**src/rtl/f8_dot_seq.sv**
```systemverilog
// f8_dot_seq: sequential Float8 dot product over two 1-cycle-latency memories via an external multiplier.
// Optional F8_DOT_RELU_EN: negative accumulator results are forced to 0x00.
module f8_dot_seq #(
    parameter int LEN_W = 4,
    parameter int ACC_W = 16
) (
    input  logic             iClk,
    input  logic             iRst,
    input  logic             iStart,
    input  logic [LEN_W-1:0] iLen,
    output logic             oRdEn,
    output logic [LEN_W-1:0] oAddr,
    input  logic [7:0]       iWgt,
    input  logic [7:0]       iAct,
    output logic [7:0]       oMulA,
    output logic [7:0]       oMulB,
    input  logic [7:0]       iMulP,
    output logic             oBusy,
    output logic             oValid,
    output logic [7:0]       oResult,
    input  logic             iAck
);
    typedef enum logic [1:0] {IDLE, RUN, DRAIN, DONE} state_t;
    localparam logic signed [ACC_W:0] SAT = {2'b00, {(ACC_W-1){1'b1}}};

    state_t state_q, state_d;
    logic [LEN_W-1:0] len_q, len_d, addr_q, addr_d;
    logic drain_q, drain_d, v1_q, v1_d, v2_q, v2_d;
    logic [7:0] mul_a_q, mul_a_d, mul_b_q, mul_b_d, result_q, result_d;
    logic signed [ACC_W-1:0] acc_q, acc_d, prod;
    logic signed [ACC_W:0] sum, sat;
    logic [ACC_W-1:0] mag;
    logic [6:0] mag7;
    logic start, last;

    assign start = (state_q == IDLE) && iStart;
    assign last  = addr_q == len_q - LEN_W'(1);

    always_ff @(posedge iClk or posedge iRst) begin
        if (iRst) state_q <= IDLE;
        else      state_q <= state_d;
    end

    always_comb begin
        state_d = state_q;
        case (state_q)
            IDLE:    state_d = iStart ? ((iLen == '0) ? DONE : RUN) : IDLE;
            RUN:     state_d = last ? DRAIN : RUN;
            DRAIN:   state_d = drain_q ? DONE : DRAIN;
            default: state_d = iAck ? IDLE : DONE;
        endcase
    end

    always_comb begin
        oBusy  = (state_q == RUN) || (state_q == DRAIN);
        oValid = state_q == DONE;
        oRdEn  = state_q == RUN;
    end

    // Pipe: read issue -> memory data (v1) -> multiplier operands (v2) -> accumulate
    always_comb begin
        len_d    = start ? iLen : len_q;
        addr_d   = (state_q == RUN && !last) ? addr_q + LEN_W'(1) : '0;
        drain_d  = (state_q == DRAIN) && !drain_q;
        v1_d     = state_q == RUN;
        v2_d     = v1_q;
        mul_a_d  = v1_q ? iWgt : 8'h00;
        mul_b_d  = v1_q ? iAct : 8'h00;
        prod     = (iMulP == 8'h80) ? ACC_W'(128) :
                   iMulP[7] ? -ACC_W'(iMulP[6:0]) : ACC_W'(iMulP[6:0]);
        sum      = {acc_q[ACC_W-1], acc_q} + {prod[ACC_W-1], prod};
        sat      = (sum > SAT) ? SAT : ((sum < -SAT) ? -SAT : sum);
        acc_d    = start ? '0 : (v2_q ? sat[ACC_W-1:0] : acc_q);
        mag      = acc_d[ACC_W-1] ? -acc_d : acc_d;
        mag7     = (mag > ACC_W'(127)) ? 7'h7F : mag[6:0];
        result_d = result_q;
        if (state_d == DONE && state_q != DONE) begin
`ifdef F8_DOT_RELU_EN
            result_d = acc_d[ACC_W-1] ? 8'h00 : {1'b0, mag7};
`else
            result_d = {acc_d[ACC_W-1], mag7};
`endif
        end
    end

    always_ff @(posedge iClk or posedge iRst) begin
        if (iRst) begin
            len_q    <= '0;
            addr_q   <= '0;
            drain_q  <= 1'b0;
            v1_q     <= 1'b0;
            v2_q     <= 1'b0;
            mul_a_q  <= '0;
            mul_b_q  <= '0;
            acc_q    <= '0;
            result_q <= '0;
        end else begin
            len_q    <= len_d;
            addr_q   <= addr_d;
            drain_q  <= drain_d;
            v1_q     <= v1_d;
            v2_q     <= v2_d;
            mul_a_q  <= mul_a_d;
            mul_b_q  <= mul_b_d;
            acc_q    <= acc_d;
            result_q <= result_d;
        end
    end

    assign oAddr   = addr_q;
    assign oMulA   = mul_a_q;
    assign oMulB   = mul_b_q;
    assign oResult = result_q;
endmodule
```
**config.mk**
```make
export PLATFORM = sky130hd
export DESIGN_NAME = f8_dot_seq
export DESIGN_NICKNAME = d
export VERILOG_FILES = /design/src/rtl/f8_dot_seq.sv
export SDC_FILE = /design/constraint.sdc
export NUM_CORES = 1
export LEC_CHECK = 0
export BUFFER_PORTS_ARGS = -buffer_cell sky130_fd_sc_hd__buf_2
export CAP_MARGIN = 20
export CELL_PAD_IN_SITES_DETAIL_PLACEMENT = 1
export CELL_PAD_IN_SITES_GLOBAL_PLACEMENT = 1
export CORE_ASPECT_RATIO = 0.5
export CORE_MARGIN = 2
export CORE_UTILIZATION = 44
export DETAILED_ROUTE_END_ITERATION = 10
export PLACE_DENSITY_LB_ADDON = 0.12
export REMOVE_ABC_BUFFERS = 1
export SYNTH_ARGS = -nofsm -noshare
export SYNTH_HDL_FRONTEND = slang
export SYNTH_SLANG_ARGS = --single-unit
export TNS_END_PERCENT = 100
```
**constraint.sdc**
```tcl
create_clock -name iClk -period 5.6 [get_ports iClk]
set_input_delay 0.28 -clock iClk [delete_from_list [all_inputs] [get_ports iClk]]
set_output_delay 0.28 -clock iClk [all_outputs]
set_load 0.02 [all_outputs]
```
# After elaboration in Yosys (flattened, before gate mapping)
# Index checks and enable logic that the tools add are counted.
[totals] output_inout_bits=31 input_bits=32 wordCells=51 regBits=53
[classes] magnitude_cmp=3 n_reduce_logical=9 n_mux=17 n_eq_ne=7 add_sub_neg=5
[op_table] operator="16-bit 2-to-1 mux" count=7
[op_table] operator="16-bit by 16-bit adder with 17-bit output" count=1
[op_table] operator="17-bit by 16-bit greater-than comparator with 1-bit output (second input constant)" count=1
[op_table] operator="17-bit by 16-bit < comparator with 1-bit output (second input constant)" count=1
[op_table] operator="16-bit by 7-bit greater-than comparator with 1-bit output (second input constant)" count=1
[op_table] operator="8-bit 2-to-1 mux" count=2
[op_table] operator="16-bit negation" count=1
[op_table] operator="7-bit negation with 16-bit output" count=1
[op_table] operator="8-bit equality test (second input constant)" count=1
[op_table] operator="2-bit 2-to-1 mux" count=4
[op_table] operator="7-bit 2-to-1 mux" count=1
[op_table] operator="2-bit equality test (second input constant)" count=3
[op_table] operator="2-bit case mux with 3 select lines" count=1
[op_table] operator="4-bit by 1-bit adder with 4-bit output (second input constant)" count=1
[op_table] operator="4-bit equality test" count=1
[op_table] operator="1-bit logical AND" count=4
[op_table] operator="4-bit logical NOT" count=1
[op_table] operator="4-bit 2-to-1 mux" count=1
[op_table] operator="4-bit by 1-bit subtractor with 4-bit output (second input constant)" count=1
[op_table] operator="2-bit by 1-bit equality test with 1-bit output (second input constant)" count=1
[op_table] operator="1-bit logical NOT" count=2
[op_table] operator="2-bit logical NOT" count=1
[op_table] operator="2-bit != test (second input constant)" count=1
[op_table] operator="1-bit logical OR" count=1
[op_table] operator="1-bit 2-to-1 mux" count=1

# Logic depth before layout (Yosys ltp)
[logic_depth] ltp_word=13 mapped_depth=23 ltp_nobuf=21

# Least setup slack after synthesis
# OpenSTA, ideal clock, no wires.
[synth_timing] kind="input port to flip-flop" from="input port iMulP[4]" to="register result_q[1], in the netlist oResult[1]" path_slack_ns=0.340 setup_time_ns=0.164 required_time_ns=5.436 path_buffers=2 path_stages=19 t_arrival_ns=5.096 cell_sequence="or4_1 > o21ai_0 > inv_1 > ha_1 > buf_6 > a21o_1 > a21o_1 > a221o_1 > or3_1 > buf_6 > a211oi_2 > nor2b_1 > a31oi_2 > ha_1 > nor2b_1 > nor4b_1 > mux2_2 > a311oi_2 > a41oi_1"
[synth_via] elab_chain_cells=13 word_cells_on_any_way=15 classes_between="add/sub: 3; order compare: 3; eq/ne: 1; mux: 8"
[synth_rtl] element="from (decl)" line="17" text="input logic [7:0] iMulP,"
[synth_rtl] element="7-bit negation with 16-bit output" line="70" text="iMulP[7] ? -ACC_W'(iMulP[6:0]) : ACC_W'(iMulP[6:0]);"
[synth_rtl] element="16-bit 2-to-1 mux" line="70"
[synth_rtl] element="16-bit 2-to-1 mux (*)" line="69" text="prod = (iMulP == 8'h80) ? ACC_W'(128) :"
[synth_rtl] element="16-bit by 16-bit adder with 17-bit output (*)" line="71" text="sum = {acc_q[ACC_W-1], acc_q} + {prod[ACC_W-1], prod};"
[synth_rtl] element="17-bit by 16-bit < comparator with 1-bit output" line="72" text="sat = (sum > SAT) ? SAT : ((sum < -SAT) ? -SAT : sum);"
[synth_rtl] element="16-bit 2-to-1 mux" line="72"
[synth_rtl] element="16-bit 2-to-1 mux (*)" line="72"
[synth_rtl] element="16-bit 2-to-1 mux (*) (2 in series)" line="73" text="acc_d = start ? '0 : (v2_q ? sat[ACC_W-1:0] : acc_q);"
[synth_rtl] element="16-bit negation" line="74" text="mag = acc_d[ACC_W-1] ? -acc_d : acc_d;"
[synth_rtl] element="16-bit 2-to-1 mux (*)" line="74"
[synth_rtl] element="16-bit by 7-bit greater-than comparator with 1-bit output" line="75" text="mag7 = (mag > ACC_W'(127)) ? 7'h7F : mag[6:0];"
[synth_rtl] element="7-bit 2-to-1 mux (*)" line="75"
[synth_rtl] element="to (signal assigned)" line="106" text="result_q <= result_d;"
[synth_rtl] element="to (decl)" line="29" text="logic [7:0] mul_a_q, mul_a_d, mul_b_q, mul_b_d, result_q, result_d;"
# Mark *: on every way between the ends. The rest lies on a longest branch, timed or not.
# A chain may end at the register's enable or synchronous reset.

# Worst setup path after layout
[layout_timing] from="input port iMulP[4]" to="register result_q[2], in the netlist oResult[2]"
# Same word-level chain as after synthesis.

==> results.yml <==
run_status:
  status: "complete, no violations"
clocking:
  cts_buffer_depth: 2
  cts_tree: "built"
  cts-root-buf: "clkbuf_16"
  htree_levels: 2
  clock_latency_ns: 0.29
  numCtsBuffers: 5
  clkTransAtPathRegs_ns: 0.07
  cts_sinks: 53
die:
  die_h_um: 71.9
  initial_utilization: 0.460
  io_pins: 63
  dieWidth_um: 140
  die_area_sq_um: 10100
  row_count: 24
  core_area_sq_um: 8830
worst_setup_path:
  max_stage_delay_ns: 0.58
  crit_type: "primary input to flop"
  cp_max_fo: 7
  cp-start-kind: "primary input"
  path_cells: "buf_2, or4_1, o21ai_1, buf_4, inv_1, ha_1, a21o_1, o21bai_1, a221o_1, or3_1, a211oi_2, nor2b_1, a31oi_2, ha_1, nor2b_1, nor4b_2, mux2_2, a311oi_2, buf_4, a41oi_1"
  required_ns: 5.73
  slowest_stage: "or4_1"
  worst_ep_arrival_time_ns: 5.38
  cp-end-kind: "flop"
logic_synthesis:
  synth-edff-count: 0
  synthSimpleGateAreaFrac: 0.229
  synth_top_area_cell: "dfrtp_1"
  syn-cell-area_sq_um: 4060
  synth_area_leaders: "dfrtp_1, ha_1, nor2_1"
  muxShareOfSynthArea: 0.0179
  synth_top_cell_area_share: 0.327
  synth_common_cells: "dfrtp_1, nor2_1, nand2_1, o21ai_0, a21oi_1"
  synth-xor-area-share: 0.0431
  synth_top_family_by_area: "compound AO/OA/AOI/OAI gates"
  yosysUniqueCellTypes: 72
  synth_seq_cells: 53
  async_flop_share: 1.00
  ys.warnings.count: 0
  synth_area_per_cell_sq_um: 8.85
  ys.flop_type: "dfrtp_1"
  synth-adder-area-share: 0.0893
  yosysMostFrequentCell: "dfrtp_1"
  netlist_instances: 459
  synth-seq-area-share: 0.327
  synth_compound_gate_area_share: 0.252
timing:
  rsz0062_at_grt: "false"
  relSlewSlack: 0.516
  fin_hold_ws_ns: 0.171
  setup_ws_ns: 0.354
  fmax_mhz: 191
  clock-skew-final_ns: 0.00291
  finalHoldViolCount: 0
  setup_viol: 0
  timing.final.crit_period_ns: 5.25
  tightest_slew_ns: 0.720
  min_period_over_period: 0.937
  tns_ns: 0
  slew_viol_final: 0
worst_hold_path:
  hold_class: "primary input to flop"
grt:
  overflow: 0
  grt_max_degree: 54
  antenna_found_initial: 0
  grt_use_total: 0.244
  grt_pass1_wl_um: 19900
  grt_pass1_vias: 3913
drt:
  vias: 3742
  wl_per_cell_um: 18.7
  routed_wl_um: 12100
  firstDrtPassIters: 4
  remaining_drc_errors: 0
  drtIter0Drc: 218
  drtAntennaViolNets: 0
  via_per_inst: 5.80
run:
  drv_cap: 0
cells_and_area:
  nets: 585
  nFillCells: 1055
  diodes: 0
  area_delta_synth_final_pct: 17.5
  drive_above_1_share: 0.216
  multi_input_area_sq_um: 2570
  fin_util: 0.540
  seq_area_sq_um: 1330
power_and_ir_drop:
  power_density_nw_per_um2: 680
  leakage_nw: 2.15
  vdd_ir_drop_max_mv: 0.319
  totalPowerFinal_mw: 3.24
placed_design:
  preCtsSetupSlack_ns: -0.0703
  dp_hpwl_um: 9040
  portBuffers: 62
  gp_congestion: 0.862
## sequential cells by signal, indices dropped and copies added (netlist names)
register / flops
oAddr: 4
v1_q: 1
oMulB: 8
v2_q: 1
oResult: 8
drain_q: 1
oMulA: 8
state_q: 2
acc_q: 16
len_q: 4
## area by class of cell
cell class                 count  share of cell area
clock inverter                 3              0.0136
clock buffer                   5              0.0262
inverter                      20              0.0157
tap                          117              0.0307
multi-input combinational    367               0.539
timing repair buffer          80              0.0965
sequential                    53               0.278
## worst paths after layout
path | startpoint | end | slack, ns | cells past startpoint
worst min register to register | drain_q | drain_q | 0.45 | 1
worst max register to register | acc_q[4] | oResult[2] | 0.90 | 15
min in group asynchronous | iRst | oMulB[3] | 0.48 | 3
max in group asynchronous | iRst | acc_q[7] | 4.61 | 4
worst max-delay path | iMulP[4] | oResult[2] | 0.35 | 20
worst min-delay path | iAck | state_q[1] | 0.17 | 2
## per-stage QoR
| step | instances | cell area, sq um |
|---|---|---|
| 6_report | 645 | 4770 |
| 2_1_floorplan | 440 | 3970 |
| 5_1_grt | 645 | 4770 |
| 3_3_place_gp | 634 | 4530 |
| 3_5_place_dp | 634 | 4530 |
| 4_1_cts | 642 | 4720 |
## cells by family after synthesis
family / after synthesis
compound gates: 142
xor+xnor: 20
fa+ha+maj: 29
flops: 53
buf+inv: 39
mux: 7
simple gates: 169
## critical path, delay by kind of cell
family / cells / cell delay, ns
compound gates: 8 / 1.91
simple gates: 5 / 1.70
fa+ha+maj: 2 / 0.57
buf+inv: 4 / 0.52
mux: 1 / 0.38
## cell usage in the layout, fill, tap and decap left out, drive strengths merged, types with 7 or more instances in the layout
cell type  instances
inv               18
a21oi             26
and3               9
a21o              12
a211oi            12
ha                25
o21ai             30
xnor2             17
a41oi              7
nor3              11
nor4              11
nor2              44
buf               78
and2              20
nand2             29
dfrtp             53
## timing repair
item / in CTS / in global routing
resized for setup: 0 / 3
endpoints found under the hold margin: 0 / 10
setup endpoints to repair: 0 / 7
buffers inserted: 0 / 0
hold buffers: 0 / 1
## report_power, final
group          switching, mW  internal [mW]  total [mW]
combinational           1.36          0.861        2.22
clock                  0.133          0.255       0.389
sequential             0.120          0.518       0.638
total                   1.61           1.63        3.24
## metal layers
layer / share of wire / wire length [um] / global-route usage / vias up
met5: 0 / 0 / 0 / -
met2: 0.46 / 5510 / 0.412 / 81
met3: 0.055 / 661 / 0.0508 / 11
met4: 0.0075 / 91 / 0.0300 / 0
met1: 0.48 / 5820 / 0.340 / 1822
li1: - / - / - / 1828
(Power assumes the default switching activity.)
